==> src/rtl/atax_seq.sv <==
// Control sequencer for ATAX: tmp1 = A*x, then y = A'*tmp1.
// Issues (row, col) MAC addresses and result-buffer writebacks.
module atax_seq #(
    parameter int N  = 64,
    parameter int AW = 6
) (
    input  logic          clk,
    input  logic          reset,
    input  logic          start,
    input  logic          abort,
    input  logic          opnd_vld,
    output logic          busy,
    output logic          done,
    output logic          phase,
    output logic [AW-1:0] row,
    output logic [AW-1:0] col,
    output logic          mac_en,
    output logic          mac_clr,
    output logic          wr_en,
    output logic          wr_sel,
    output logic [AW-1:0] wr_idx,
    output logic [31:0]   cyc_cnt
);

    typedef enum logic [2:0] {
        IDLE,
        P1,
        WB1,
        P2,
        WB2,
        DONE
    } state_t;

    localparam logic [AW-1:0] LAST = AW'(N - 1);

    state_t        state;
    logic [AW-1:0] i;
    logic [AW-1:0] j;
    logic [31:0]   cnt;
    logic          issue;

    always_ff @(posedge clk) begin
        if (reset) begin
            state   <= IDLE;
            i       <= '0;
            j       <= '0;
            cnt     <= '0;
            cyc_cnt <= '0;
        end else if (abort) begin
            state <= IDLE;
            i     <= '0;
            j     <= '0;
        end else begin
            if (state != IDLE)
                cnt <= cnt + 32'd1;
            unique case (state)
                IDLE: begin
                    if (start) begin
                        state <= P1;
                        i     <= '0;
                        j     <= '0;
                        cnt   <= '0;
                    end
                end
                P1: begin
                    if (opnd_vld) begin
                        j <= j + 1'b1;
                        if (j == LAST)
                            state <= WB1;
                    end
                end
                WB1: begin
                    i     <= i + 1'b1;
                    j     <= '0;
                    state <= (i == LAST) ? P2 : P1;
                end
                P2: begin
                    if (opnd_vld) begin
                        i <= i + 1'b1;
                        if (i == LAST)
                            state <= WB2;
                    end
                end
                WB2: begin
                    i     <= '0;
                    j     <= j + 1'b1;
                    state <= (j == LAST) ? DONE : P2;
                end
                DONE: begin
                    // cnt excludes the DONE cycle itself
                    cyc_cnt <= cnt + 32'd1;
                    state   <= IDLE;
                end
                default: state <= IDLE;
            endcase
        end
    end

    assign issue   = ((state == P1) || (state == P2)) && opnd_vld;
    assign busy    = (state != IDLE);
    assign phase   = (state == P2) || (state == WB2) || (state == DONE);
    assign row     = i;
    assign col     = j;
    assign mac_en  = issue;
    assign mac_clr = issue && ((state == P1) ? (j == '0) : (i == '0));
    // a cancelled cycle must not commit a result or signal completion
    assign wr_en   = ((state == WB1) || (state == WB2)) && !abort && !reset;
    assign wr_sel  = (state == WB2);
    assign wr_idx  = (state == WB2) ? j : i;
    assign done    = (state == DONE) && !abort && !reset;

endmodule
==> config.mk <==
export PLATFORM = sky130hd
export DESIGN_NAME = atax_seq
export DESIGN_NICKNAME = d
export VERILOG_FILES = /design/src/rtl/atax_seq.sv
export SDC_FILE = /design/constraint.sdc
export NUM_CORES = 1
export LEC_CHECK = 0
export ABC_CLOCK_PERIOD_IN_PS = 2000
export CAP_MARGIN = 20
export CORE_ASPECT_RATIO = 1.1
export CORE_UTILIZATION = 49
export DETAILED_ROUTE_END_ITERATION = 12
export MAX_ROUTING_LAYER = met4
export PLACE_DENSITY_LB_ADDON = 0.15
export SLEW_MARGIN = 20
export SYNTH_ARGS = -nofsm -noshare
export SYNTH_HDL_FRONTEND = slang
export SYNTH_SLANG_ARGS = --single-unit
==> constraint.sdc <==
create_clock -name clk -period 2 [get_ports clk]
set_input_delay 0.3 -clock clk [delete_from_list [all_inputs] [get_ports clk]]
set_output_delay 0.3 -clock clk [all_outputs]
set_load 0.02 [all_outputs]
### After elaboration in Yosys (flattened, before gate mapping)

Cells that the tools add are included.

* bits in registers: 79
* memory bits (read-only): 0
* input bits: 5
* memory bits (writable): 0
* latch bits: 0
* memories: 0

* equality and inequality tests: 12
* multiply operators: 0
* muxes and demuxes: 18
* shift-type cells: 0
* add/sub/neg operators: 3
* divide/modulo/power cells: 0
* bitwise gates (word level): 1
* reduce and logical (&&, ||, !) cells: 23
* magnitude comparators: 0

Operators with widths (count)
* 2-to-1 mux 32 bit: 3
* one-hot mux 6 bit (4 select lines): 2
* adder 32 x 1 -> 32 bit, second input constant: 1
* 2-to-1 mux 6 bit: 4
* 2-to-1 mux 3 bit: 6
* one-hot mux 3 bit (5 select lines): 1
* adder 6 x 1 -> 6 bit, second input constant: 2
* == test 6 bit, second input constant: 2
* logical NOT 6 bit: 2
* inequality test 2 bit, second input constant: 5
* nonzero test 4 bit: 2
* == test 3 x 2 -> 1 bit, second input constant: 2
* == test 3 bit, second input constant: 2
* logical AND 1 bit: 6
* AND reduction 3 bit: 2
* AND reduction 5 bit: 1
* logical OR 1 bit: 4
* == test 3 x 1 -> 1 bit, second input constant: 1
* logical NOT 3 bit: 1
* nonzero test 3 bit: 1
* logical NOT 1 bit: 2
* 2-to-1 mux 2 bit: 1
* AND reduction 2 bit: 1
* OR reduction 2 bit: 1
* other kinds (2): 2

### Longest topological paths before layout

* word-level depth: 4
* depth in mapped cells: 7

### Worst setup path before layout

OpenSTA, ideal clock, no wires.

* path kind: reg2reg
* start point: reg cnt[0]
* end point: reg cnt[20]
* period minus slack after synthesis: 1879 ps
* setup time: 69 ps
* setup slack: 121 ps
* cell stages (with the launch flop): 8
* required time: 1931 ps
* arrival time: 1811 ps
* cell sequence: dfxtp_1 ha_1 nand2_1 nor4_4 buf_6 nand4_1 or3_1 o21ai_1

* longest elaborated chain between the ends: 4

Ends and longest elaborated chain
* from (decl): RTL line 39 `logic [31:0] cnt;`
* from (signal assigned): RTL line 55 `cnt <= cnt + 32'd1;`
* adder 32 x 1 -> 32 bit *: RTL line 55
* 2-to-1 mux 32 bit *: RTL line 54 `if (state != IDLE)`
* 2-to-1 mux 32 bit: RTL line 58 `if (start) begin`
* 2-to-1 mux 32 bit *: RTL line 56 `unique case (state)`

Mark *: on every way between the ends. The rest lies on a longest branch, timed or not.
A chain may end at the register's enable or synchronous reset.

### Final worst setup path

* start point: reg state[2]
* end point: out wr_idx[4]

* longest elaborated chain between the ends: 2

Ends and longest elaborated chain
* from (decl): RTL line 36 `state_t state;`
* from (signal assigned): RTL line 75 `state <= (i == LAST) ? P2 : P1;`
* from (signal assigned): RTL line 87 `state <= (j == LAST) ? DONE : P2;`
* == test 3 bit: RTL line 109 `assign wr_idx = (state == WB2) ? j : i;`
* 2-to-1 mux 6 bit: RTL line 109
* to (decl): RTL line 21 `output logic [AW-1:0] wr_idx,`

No other way between the ends.

==> results.md <==
* Result of the run: complete, no violations
* Simple logic cell fraction of the synthesized area at 25.4%
* Largest buffer count on any clock path at 2
* Post-synthesis mux area share at 1.35%
* 1st-iter DRT viols at 180
* Antenna fix cells at 0
* Routability cong. at 0.852
* Fmax at 0.511 GHz
* Detail Placement HPWL at 7810 um
* Number of global-route vias before repair at 3819
* Starting utilization of the core area at 51.5%
* Min-Delay Path Class: flip-flop to flip-flop
* Leftover overflow at the end of global routing at 0
* Number of instances in the synthesized netlist at 503
* Combinational family with the most area after synthesis: simple AND/OR/NAND/NOR gates
* Post-CTS clock slew at the launch and capture registers of the worst setup and hold paths at 0.08 ns
* Number of design rule violations left after detail routing at 0
* Ys flop type: sky130_fd_sc_hd__dfxtp_1
* Post-synthesis instance area at 4160 um^2
* Maximum number of pins on one net before global-route repair at 34
* Max-cap violations at 0
* Clock buffers created by TritonCTS at 9
* Proportion of total power due to net switching at 24.1%
* Net count, final at 606
* Required time worst endpoint at 1.70 ns
* Critical path capture point type: primary output
* Share of the yosys chip area belonging to registers at 38.0%
* Drt wl/cell at 15.5 um
* TritonCTS clock tree: yes
* Worst clock skew at 0.0106 ns
* Number of search-and-repair iterations in the first detailed-routing pass at 4
* Share of the clock period used by the worst path at 97.9%
* Placed standard-cell area at 5180 um^2
* Power share of the combinational group at 6.1%
* Placeable core region at 8080 um^2
* Post-layout instance area at 5400 um^2
* Count of buffers from port buffering at 61
* Antenna violations before repair at 0
* I/O pin count at 62
* Multi-input combinational cell area at 2410 um^2
* Power dissipated by switching net loads at 716 uW
* Cell Int Power at 2.26 mW
* Clk Tree Root Cell: sky130_fd_sc_hd__clkbuf_8
* Vias per std cell at 5.66
* Xor-xnor portion of the synthesized cell area at 7.58%
* Aggregate global-route resource usage at 26.0%
* Total die area at 8860 um^2
* Power Dens Cells at 551 nW/um^2
* Start-to-end type of the worst setup path: flip-flop to primary output
* Portion of total power attributed to the clock network at 40.9%
* Number of vias in the routed layout at 4014
* Worst Path Max Fanout at 9
* Proportion of layout cells with a drive suffix above 1 at 17.0%
* Worst endpoint data arrival time at 1.66 ns
* Register bit total from synthesis at 79
* Mapped Nets at 513
* Placed instance count at 691
* Kind of start point of the critical path: flip-flop
* Total negative slack for setup checks at 0 ns
* Static leakage power at 2.05 nW
* Hold Fails Final Rpt at 0
* Share of async-settable or async-resettable flops after synthesis at 0%
* H-tree level count at 3
* Site Rows at 34
* Number of cells in the finished layout apart from fillers at 709
* Routed wire length at 11000 um
* Post-route minimum period at 1.96 ns
* Sequential fraction of design power at 53.0%
* Post-synth EDFFs at 0
* FILL cells at 697
* Die width at 89.8 um
* Adder-Cell Fraction of Synth Area at 1.50%
* Number of sinks handled by clock tree synthesis at 79
* Die Height at 98.6 um
* Max Transition Viols Final at 0
* Wire length of the first global-routing pass at 18100 um
* Slew @ Worst Pin at 0.544 ns
* Synthesized area per cell at 8.27 um^2
* Worst slew margin relative to its limit at 63.4%
* Clock latency on the worst-skew pair at 0.36 ns
* Placement-stage worst setup slack at -0.164 ns
* Setup-violating endpoint count in the final report at 0
* Number of nets still failing antenna checks after routing at 0
* Growth of design area from synthesis to finish at 29.8%
* Area taken by flip-flops and latches at 1580 um^2
* Share of the synthesized area in compound gates (AO/OA/AOI/OAI) at 21.3%
* Number of warnings printed during yosys synthesis at 0
* Least setup slack across all paths after layout at 0.0418 ns
* Peak VDD IR at 294 uV
* Distinct cells, synth at 54
==> power by group through the flow <==
stage	registers, mW	clock network (mW)	logic (mW)
floorplan	1.62	0	0.0926
global placement	1.61	0	0.175
detailed placement	1.61	0	0.179
CTS	1.58	1.24	0.179
global route	1.58	1.30	0.195
finish	1.58	1.22	0.181
==> worst paths after layout <==
path / start / end / slack [ns] / cells after the start
setup reg to reg: cnt[0]$_SDFFE_PP0N_ / cnt[28]$_SDFFE_PP0N_ / 0.09 / 7
hold reg to reg: cyc_cnt[1]$_SDFFE_PP0P_ / cyc_cnt[1]$_SDFFE_PP0P_ / 0.47 / 2
setup / recovery: state[2]$_SDFFE_PP0P_ / wr_idx[4] / 0.04 / 3
hold / removal: cyc_cnt[1]$_SDFFE_PP0P_ / cyc_cnt[1]$_SDFFE_PP0P_ / 0.47 / 2
==> layout by cell type (no fill, tap or decap), types with 11 or more instances in the layout <==
cell type / instances
sky130_fd_sc_hd__o21ai_0: 49
sky130_fd_sc_hd__dfxtp_1: 77
sky130_fd_sc_hd__clkdlybuf4s50_1: 49
sky130_fd_sc_hd__a21oi_1: 43
sky130_fd_sc_hd__and3_1: 13
sky130_fd_sc_hd__nand2_1: 34
sky130_fd_sc_hd__xnor2_1: 15
sky130_fd_sc_hd__nor3_1: 17
sky130_fd_sc_hd__a31oi_1: 11
sky130_fd_sc_hd__xor2_1: 21
sky130_fd_sc_hd__buf_4: 48
sky130_fd_sc_hd__inv_1: 13
sky130_fd_sc_hd__nor2_1: 51
==> state kept, by name, summed over array words and instances, names as in the netlist <==
register / count
cnt: 32
cyc_cnt: 32
col: 6
row: 6
state: 3
==> worst max-delay path: stages (launching register included) <==
cell and delay (ns):
sky130_fd_sc_hd__dfxtp_1 0.39, sky130_fd_sc_hd__and3_4 0.27, sky130_fd_sc_hd__mux2_2 0.35, sky130_fd_sc_hd__clkdlybuf4s15_1 0.31
==> repair_timing <==
item                                    4_1_cts  5_1_grt
setup buffers                                 0        2
hold buffers                                  0        0
endpoints found under the setup margin       14       24
endpoints found under the hold margin         0        0
pin swaps                                     1        4
resized for setup                            17       12
==> final cells by class <==
cell class,count,area share [%]
multi-input cells,379,44.6
well taps,108,2.50
clock inverters,4,1.02
repair buffers,113,18.9
flip-flops and latches,79,29.4
clock buffers,12,2.69
inverters,14,0.974
==> per-stage QoR <==
| stage | hold WS [ns] | util, % | power (mW) |
|---|---|---|---|
| after global routing | 0.484 | 66.8 | 3.07 |
| final | 0.467 | 66.8 | 2.97 |
| after detailed placement | 0.454 | 64.1 | 1.79 |
| after CTS | 0.472 | 66.5 | 3.00 |
| after floorplan | 0.457 | - | 1.71 |
| after global placement | 0.455 | 64.1 | 1.79 |
==> routing by layer <==
layer  part of all wire [%]  GRT usage [%]  routed length (um)  vias up
met5                      0              -                   0        -
met4                    2.6           12.5                 280        0
met3                    4.1           2.85                 445       23
met2                     48           42.9                5250       94
met1                     46           31.9                5000     1880
li1                       -              -                   -     2017
==> cell usage after synthesis, drive strengths merged, types with 13 or more instances <==
| library cell | n | area, um^2 |
|---|---|---|
| dfxtp | 79 | 1580 |
| nor2 | 53 | 201 |
| o21ai | 51 | 255 |
| a21oi | 43 | 215 |
| nand2 | 34 | 128 |
| xor2 | 21 | 184 |
| nor3 | 19 | 111 |
| clkbuf | 16 | 60.1 |
| buf | 15 | 86.3 |
| xnor2 | 15 | 131 |
| and3 | 14 | 87.6 |
| nand3 | 14 | 90.1 |
| nand4 | 14 | 130 |
| inv | 13 | 48.8 |
==> logic make-up (layout without fill, tap and decap cells) <==
kind of cell,Yosys count,after routing
flops,79,79
xor+xnor,36,36
mux,5,5
simple gates,186,186
compound gates,147,147
fa+ha+maj,5,5
buf+inv,45,143
No activity file was read; power rests on OpenSTA's default activity.
